$ cat config.mk
export PLATFORM = sky130hd
export DESIGN_NAME = morse_key_receiver_flat
export DESIGN_NICKNAME = d
export VERILOG_FILES = /design/src/rtl/morse_key_receiver_if.sv /design/src/rtl/morse_key_receiver.sv /design/src/flat_wrapper.sv
export SDC_FILE = /design/constraint.sdc
export NUM_CORES = 1
export LEC_CHECK = 0
export ABC_CLOCK_PERIOD_IN_PS = 4200
export BUFFER_PORTS_ARGS = -buffer_cell sky130_fd_sc_hd__buf_2
export CAP_MARGIN = 25
export CORE_MARGIN = 2
export CORE_UTILIZATION = 41
export CTS_CLUSTER_DIAMETER = 100
export CTS_CLUSTER_SIZE = 12
export DETAILED_ROUTE_END_ITERATION = 8
export MAX_ROUTING_LAYER = met4
export PLACE_DENSITY = 0.65
export SYNTH_ARGS = -nofsm -noshare
export SYNTH_HDL_FRONTEND = slang
export SYNTH_SLANG_ARGS = --single-unit
$ cat constraint.sdc
create_clock -name clk -period 4.2 [get_ports clk]
set_input_delay 0.21 -clock clk [delete_from_list [all_inputs] [get_ports clk]]
set_output_delay 0.21 -clock clk [all_outputs]
set_load 0.05 [all_outputs]
$ cat src/rtl/morse_key_receiver_if.sv
// morse_key_receiver_if
// Groups the key input, unit selection and decoded-symbol outputs of the
// Morse key receiver into one bundle.
//   key        : debounced key level, 1 = pressed (asynchronous to clk)
//   unit_sel   : unit length select, U = BASE_UNIT << unit_sel ticks
//   sym_bits   : symbols of current/last letter, bit0 first, 1 = dash
//   sym_len    : number of valid symbols in sym_bits (0..5)
//   char_valid : one-cycle pulse, char_code valid
//   char_code  : 0-9 digits, 10-35 A-Z, 63 invalid/error
//   word_gap   : one-cycle pulse on word space
//   err        : sticky per letter (overflow or stuck key)
// master = key source / display consumer, slave = receiver.
interface morse_key_receiver_if;
  logic       key;
  logic [1:0] unit_sel;
  logic [4:0] sym_bits;
  logic [2:0] sym_len;
  logic       char_valid;
  logic [5:0] char_code;
  logic       word_gap;
  logic       err;

  modport master (
    output key, unit_sel,
    input  sym_bits, sym_len, char_valid, char_code, word_gap, err
  );

  modport slave (
    input  key, unit_sel,
    output sym_bits, sym_len, char_valid, char_code, word_gap, err
  );
endinterface

$ cat src/rtl/morse_key_receiver.sv
// morse_key_receiver
// Timing-based Morse receiver for a straight key. Press lengths are
// classified as dot/dash against a latched unit U, gaps delimit letters
// (3U) and words (7U), and finished letters are looked up in the ITU table.
//   clk : system clock
//   rst : asynchronous active-low reset
//   bus : morse_key_receiver_if.slave (key/unit_sel in, symbol/char out)
module morse_key_receiver #(
  parameter int TICK_DIV  = 100000,
  parameter int BASE_UNIT = 60,
  parameter int MIN_PRESS = 10
) (
  input logic                 clk,
  input logic                 rst,
  morse_key_receiver_if.slave bus
);
  localparam int TW = (TICK_DIV > 1) ? $clog2(TICK_DIV) : 1;

  typedef enum logic [2:0] {
    S_IDLE  = 3'd0,
    S_MARK  = 3'd1,
    S_SPACE = 3'd2,
    S_WAITW = 3'd3,
    S_STUCK = 3'd4
  } state_t;

  logic          key_meta_q, key_sync_q, key_prev_q;
  logic          rise_s, fall_s, edge_s, tick_s;
  logic [TW-1:0] tick_cnt_q;
  logic [11:0]   dur_q;
  logic [14:0]   dur_ext_s, dur_inc_s, u1_s, u2_s, u3_s, u7_s;
  state_t        state_q, state_d;
  logic [11:0]   unit_q, unit_d;
  logic [4:0]    sym_bits_q, sym_bits_d;
  logic [2:0]    sym_len_q, sym_len_d;
  logic          err_q, err_d;
  logic          char_valid_q, char_valid_d;
  logic [5:0]    char_code_q, char_code_d;
  logic          word_gap_q, word_gap_d;

  // ITU table: {length, symbols with bit0 first, 1 = dash} -> character code
  function automatic logic [5:0] morse_lookup(input logic [2:0] len, input logic [4:0] bits);
    logic [5:0] code;
    case ({len, bits})
      8'b001_00000: code = 6'd14; // E
      8'b001_00001: code = 6'd29; // T
      8'b010_00010: code = 6'd10; // A
      8'b010_00000: code = 6'd18; // I
      8'b010_00011: code = 6'd22; // M
      8'b010_00001: code = 6'd23; // N
      8'b011_00001: code = 6'd13; // D
      8'b011_00011: code = 6'd16; // G
      8'b011_00101: code = 6'd20; // K
      8'b011_00111: code = 6'd24; // O
      8'b011_00010: code = 6'd27; // R
      8'b011_00000: code = 6'd28; // S
      8'b011_00100: code = 6'd30; // U
      8'b011_00110: code = 6'd32; // W
      8'b100_00001: code = 6'd11; // B
      8'b100_00101: code = 6'd12; // C
      8'b100_00100: code = 6'd15; // F
      8'b100_00000: code = 6'd17; // H
      8'b100_01110: code = 6'd19; // J
      8'b100_00010: code = 6'd21; // L
      8'b100_00110: code = 6'd25; // P
      8'b100_01011: code = 6'd26; // Q
      8'b100_01000: code = 6'd31; // V
      8'b100_01001: code = 6'd33; // X
      8'b100_01101: code = 6'd34; // Y
      8'b100_00011: code = 6'd35; // Z
      8'b101_11111: code = 6'd0;
      8'b101_11110: code = 6'd1;
      8'b101_11100: code = 6'd2;
      8'b101_11000: code = 6'd3;
      8'b101_10000: code = 6'd4;
      8'b101_00000: code = 6'd5;
      8'b101_00001: code = 6'd6;
      8'b101_00011: code = 6'd7;
      8'b101_00111: code = 6'd8;
      8'b101_01111: code = 6'd9;
      default:      code = 6'd63;
    endcase
    return code;
  endfunction

  // Edges are taken on the synchronized level against its previous value.
  assign rise_s = key_sync_q & ~key_prev_q;
  assign fall_s = ~key_sync_q & key_prev_q;
  assign edge_s = key_sync_q ^ key_prev_q;
  assign tick_s = (tick_cnt_q == TW'(TICK_DIV - 1));

  // Thresholds in ticks; dur_inc_s is the value dur takes after this tick,
  // so the transition lands on the same edge where dur reaches it.
  assign dur_ext_s = {3'b000, dur_q};
  assign dur_inc_s = dur_ext_s + 15'd1;
  assign u1_s      = {3'b000, unit_q};
  assign u2_s      = u1_s << 1;
  assign u3_s      = u2_s + u1_s;
  assign u7_s      = (u1_s << 3) - u1_s;

  // Two-flop synchronizer plus previous-level flop for edge detection
  always_ff @(posedge clk or negedge rst) begin
    if (!rst) begin
      key_meta_q <= 1'b0;
      key_sync_q <= 1'b0;
      key_prev_q <= 1'b0;
    end else begin
      key_meta_q <= bus.key;
      key_sync_q <= key_meta_q;
      key_prev_q <= key_sync_q;
    end
  end

  // Tick prescaler and saturating duration counter cleared on key edges
  always_ff @(posedge clk or negedge rst) begin
    if (!rst) begin
      tick_cnt_q <= '0;
      dur_q      <= 12'd0;
    end else begin
      tick_cnt_q <= tick_s ? '0 : tick_cnt_q + TW'(1);
      if (edge_s) begin
        dur_q <= 12'd0;
      end else if (tick_s && (dur_q != 12'hFFF)) begin
        dur_q <= dur_q + 12'd1;
      end else begin
        dur_q <= dur_q;
      end
    end
  end

  // State and letter registers
  always_ff @(posedge clk or negedge rst) begin
    if (!rst) begin
      state_q      <= S_IDLE;
      unit_q       <= 12'd0;
      sym_bits_q   <= 5'd0;
      sym_len_q    <= 3'd0;
      err_q        <= 1'b0;
      char_valid_q <= 1'b0;
      char_code_q  <= 6'd0;
      word_gap_q   <= 1'b0;
    end else begin
      state_q      <= state_d;
      unit_q       <= unit_d;
      sym_bits_q   <= sym_bits_d;
      sym_len_q    <= sym_len_d;
      err_q        <= err_d;
      char_valid_q <= char_valid_d;
      char_code_q  <= char_code_d;
      word_gap_q   <= word_gap_d;
    end
  end

  // Next-state logic; key edges take priority over tick-driven timeouts
  always_comb begin
    state_d      = state_q;
    unit_d       = unit_q;
    sym_bits_d   = sym_bits_q;
    sym_len_d    = sym_len_q;
    err_d        = err_q;
    char_valid_d = 1'b0;
    char_code_d  = char_code_q;
    word_gap_d   = 1'b0;
    case (state_q)
      S_IDLE: begin
        if (rise_s) begin
          state_d    = S_MARK;
          sym_bits_d = 5'd0;
          sym_len_d  = 3'd0;
          err_d      = 1'b0;
          unit_d     = 12'(BASE_UNIT) << bus.unit_sel;
        end else begin
          state_d = S_IDLE;
        end
      end
      S_MARK: begin
        if (fall_s) begin
          if (dur_ext_s < 15'(MIN_PRESS)) begin
            state_d = (sym_len_q != 3'd0) ? S_SPACE : S_IDLE;
          end else if (sym_len_q == 3'd5) begin
            err_d   = 1'b1;
            state_d = S_SPACE;
          end else begin
            sym_bits_d[sym_len_q] = (dur_ext_s >= u2_s);
            sym_len_d             = sym_len_q + 3'd1;
            state_d               = S_SPACE;
          end
        end else if (tick_s && (dur_inc_s >= u7_s)) begin
          err_d   = 1'b1;
          state_d = S_STUCK;
        end else begin
          state_d = S_MARK;
        end
      end
      S_STUCK: begin
        if (fall_s) begin
          state_d = S_SPACE;
        end else begin
          state_d = S_STUCK;
        end
      end
      S_SPACE: begin
        if (rise_s && (dur_ext_s < u3_s)) begin
          state_d = S_MARK;
        end else if (tick_s && (dur_inc_s >= u3_s)) begin
          char_valid_d = 1'b1;
          char_code_d  = err_q ? 6'd63 : morse_lookup(sym_len_q, sym_bits_q);
          state_d      = S_WAITW;
        end else begin
          state_d = S_SPACE;
        end
      end
      S_WAITW: begin
        if (rise_s) begin
          state_d    = S_MARK;
          sym_bits_d = 5'd0;
          sym_len_d  = 3'd0;
          err_d      = 1'b0;
          unit_d     = 12'(BASE_UNIT) << bus.unit_sel;
        end else if (tick_s && (dur_inc_s >= u7_s)) begin
          word_gap_d = 1'b1;
          state_d    = S_IDLE;
        end else begin
          state_d = S_WAITW;
        end
      end
      default: begin
        state_d = S_IDLE;
      end
    endcase
  end

  assign bus.sym_bits   = sym_bits_q;
  assign bus.sym_len    = sym_len_q;
  assign bus.char_valid = char_valid_q;
  assign bus.char_code  = char_code_q;
  assign bus.word_gap   = word_gap_q;
  assign bus.err        = err_q;
endmodule

$ cat src/flat_wrapper.sv
// flat-port wrapper written by rule: the top's interface ports become plain ports
module morse_key_receiver_flat 
#(
  parameter int TICK_DIV  = 100000,
  parameter int BASE_UNIT = 60,
  parameter int MIN_PRESS = 10
)
  (clk, rst, bus_key, bus_unit_sel, bus_sym_bits, bus_sym_len, bus_char_valid, bus_char_code, bus_word_gap, bus_err);
  morse_key_receiver_if bus_i ();
  input logic clk;
  input logic rst;
  input wire logic [$bits(bus_i.key)-1:0] bus_key;
  input wire logic [$bits(bus_i.unit_sel)-1:0] bus_unit_sel;
  output wire logic [$bits(bus_i.sym_bits)-1:0] bus_sym_bits;
  output wire logic [$bits(bus_i.sym_len)-1:0] bus_sym_len;
  output wire logic [$bits(bus_i.char_valid)-1:0] bus_char_valid;
  output wire logic [$bits(bus_i.char_code)-1:0] bus_char_code;
  output wire logic [$bits(bus_i.word_gap)-1:0] bus_word_gap;
  output wire logic [$bits(bus_i.err)-1:0] bus_err;
  assign bus_i.key = bus_key;
  assign bus_i.unit_sel = bus_unit_sel;
  assign bus_sym_bits = bus_i.sym_bits;
  assign bus_sym_len = bus_i.sym_len;
  assign bus_char_valid = bus_i.char_valid;
  assign bus_char_code = bus_i.char_code;
  assign bus_word_gap = bus_i.word_gap;
  assign bus_err = bus_i.err;
  morse_key_receiver #(.TICK_DIV(TICK_DIV), .BASE_UNIT(BASE_UNIT), .MIN_PRESS(MIN_PRESS)) u_core (.clk(clk), .rst(rst), .bus(bus_i));
endmodule
==> flow_summary.yaml <==
run_status:
  status: "finished, final reports clean"
global_route:
  grt_use_total_pct: 20.0
  grt_use_met3_pct: 3.06
  grt_pass1_wl_mm: 20.4
  antenna_found_initial: 0
  grt_start_max_net_pins: 60
  use_met2_pct: 30.0
  overflow: 0
  grt.busiest_layer: "met2"
  use_met1_pct: 26.8
  grt_pass1_vias: 4143
place:
  dp_hpwl_mm: 8.72
  port_buffers: 21
  gp_congestion: 0.960
  place_ws_ns: 0.399
drt:
  drt_first_pass_iters: 5
  wl_per_cell_um: 15.4
  drcViolationCount: 0
  wl_mm: 11.8
  drt_iter0_markers: 341
  vias_per_cell: 5.57
  drtAntennaViolNets: 0
  vias: 4284
setup_path:
  timing.reg2reg.setup_slack_ns: 0.34
  arrival_ns: 4.12
  crit_type: "reg -> reg"
  rr_endpoint: "u_core.bus.err"
  end_kind: "flip-flop"
  worstPathMaxFanout: 4
  worstPathRequired_ns: 4.46
  r2r_start: "u_core.unit_q[5]"
  start_kind: "flip-flop"
  rr_worst_depth: 17
cells_and_area:
  diodes: 0
  syn2layout_area_growth_pct: 11.8
  final_cell_mix: "59 x dfrtp_1, 56 x ha_1, 52 x nand2_1"
  finish.utilization_pct: 47.1
  final_common_cell: "dfrtp_1"
  drive_gt1_share_pct: 10.6
  finalNetCount: 658
  fillers: 1144
sta:
  timing.setup.tns_ns: 0
  finClkSkew_ns: 0.00668
  hold_viol_final: 0
  slew_headroom_pct: 39.1
  fin_crit_sh_pct: 92.0
  finalWorstSetupSlack_ns: 0.336
  finalHoldWorstSlack_ns: 0.0243
  rsz0062_at_grt: "no"
  worstMarginPinSlew_ns: 0.911
  setup_viol: 0
  drv_slew: 0
  min_period_ns: 3.86
  max_freq_mhz: 259
synth:
  synth_cell_types: 69
  synth-edff-count: 0
  synth-seq-cells: 59
  syn_area_um2: 5080
  synth_nets: 644
  seq_area_frac_synth_pct: 29.1
  async_flop_share_pct: 100
  synth_flop_cell: "dfrtp_1"
  synthCells: 582
  avgSynthCellArea_um2: 8.73
  synth_warnings: 0
floorplanning:
  ioPinCount: 22
  die_w_um: 115
  dieArea_um2: 13300
  initial_utilization_pct: 42.1
  rows: 40
  core-area_um2: 12100
  die_height_um: 115
clocking:
  numCtsBuffers: 9
  root_buffer: "clkbuf_16"
  clock_latency_ns: 0.33
  clk_pin_slew_ns: 0.05
  clkSinkCount: 59
  cts.path.max_buffers: 2
  cts_tree: "built"
  postCtsSetupRepairBufs: 0
  htreeDepth: 3
flow_run:
  maxCapViolations: 0
power_and_ir_drop:
  ir_drop_mv: 0.165
  leakage_nw: 2.57
  total_power_mw: 1.95
  p_per_area_nw_per_um2: 343
hold_path:
  hold_class: "in -> async"
area by class of cell:
type                            instances  area [um2]  share of cell area [%]
Timing Repair Buffer                   30         175                    3.08
Clock inverter                          4        72.6                    1.28
Sequential cell                        59        1480                    26.0
Inverter                               33         124                    2.18
Tap cell                              168         210                    3.70
Clock buffer                           12         256                    4.52
Multi-Input combinational cell        463        3370                    59.3
how the worst max path moves through the flow:
stage                           startpoint                   to
after global placement    u_core.unit_q[5]       u_core.bus.err
after global routing      u_core.unit_q[5]  u_core.bus.word_gap
final                     u_core.unit_q[5]       u_core.bus.err
after CTS                 u_core.unit_q[5]       u_core.bus.err
after floorplan           u_core.unit_q[5]    u_core.state_q[2]
after detailed placement  u_core.unit_q[5]       u_core.bus.err
synthesized netlist by cell type, types with 11 or more instances:
cell	number	area share, %
and2_1	12	1.5
nor2b_1	11	1.4
o21ai_0	28	2.8
nor2_1	42	3.1
nand2_1	52	3.8
nand3_1	28	2.8
dfrtp_1	59	29
ha_1	56	14
o21a_1	13	1.9
nor3_1	11	1.1
clkbuf_1	16	1.2
xor2_1	16	2.8
a21oi_1	20	2.0
xnor2_1	31	5.3
inv_1	33	2.4
critical path: stages, from the launching register on:
cell       delay, ns
dfrtp_1         0.42
inv_1           0.11
ha_1            0.34
and3b_1         0.21
o21a_1          0.18
o21ai_0         0.30
nand2_1         0.14
a211oi_1        0.30
xnor2_1         0.15
ha_1            0.32
nand4_1         0.09
nor2_1          0.14
nand2_1         0.07
a21oi_1         0.12
a2111oi_0       0.09
buf_4           0.16
or4_1           0.50
a21oi_1         0.15
state kept, by name, indices dropped and copies added, names as in the netlist, 3 cells and up:
| signal | count |
|---|---|
| u_core.unit_q | 7 |
| u_core.state_q | 3 |
| u_core.dur_q | 12 |
| u_core.bus.sym_bits | 5 |
| u_core.bus.char_code | 6 |
| u_core.tick_cnt_q | 17 |
| u_core.bus.sym_len | 3 |
metrics by stage:
stage / cells / instance area [um2]
global route: 769 / 5680
floorplan: 582 / 5080
CTS: 769 / 5680
finish: 769 / 5680
global placement: 752 / 5340
detailed placement: 752 / 5340
where the power goes:
part / leakage [nW] / internal (mW) / switching, mW / total (mW)
clock: 0.159 / 0.550 / 0.257 / 0.807
combinational: 1.62 / 0.218 / 0.307 / 0.525
sequential: 0.783 / 0.585 / 0.0299 / 0.615
total: 2.57 / 1.35 / 0.594 / 1.95
cells by family (layout without fill, tap and decap cells):
group                    after synthesis  after routing  share of synthesized area, %
buffers and inverters                 60             79                          4.70
flip-flops                            59             59                          29.1
adder cells (fa/ha/maj)               58             58                          14.4
AND/OR/NAND/NOR                      220            220                          23.5
XOR/XNOR                              48             48                          8.42
AO/OA/AOI/OAI                        127            127                          17.4
multiplexers                          10             10                          2.59
per-layer routing:
layer / routed length [um] / up-vias
met4: 239 / 0
met2: 5360 / 92
li1: - / 2121
met5: 0 / -
met3: 494 / 21
met1: 5720 / 2050
what timing repair did:
item,CTS,global route
hold endpoints to repair,1,0
hold buffers,1,0
gates resized for setup,0,0
Note: power is estimated with default switching activity, not from simulation.
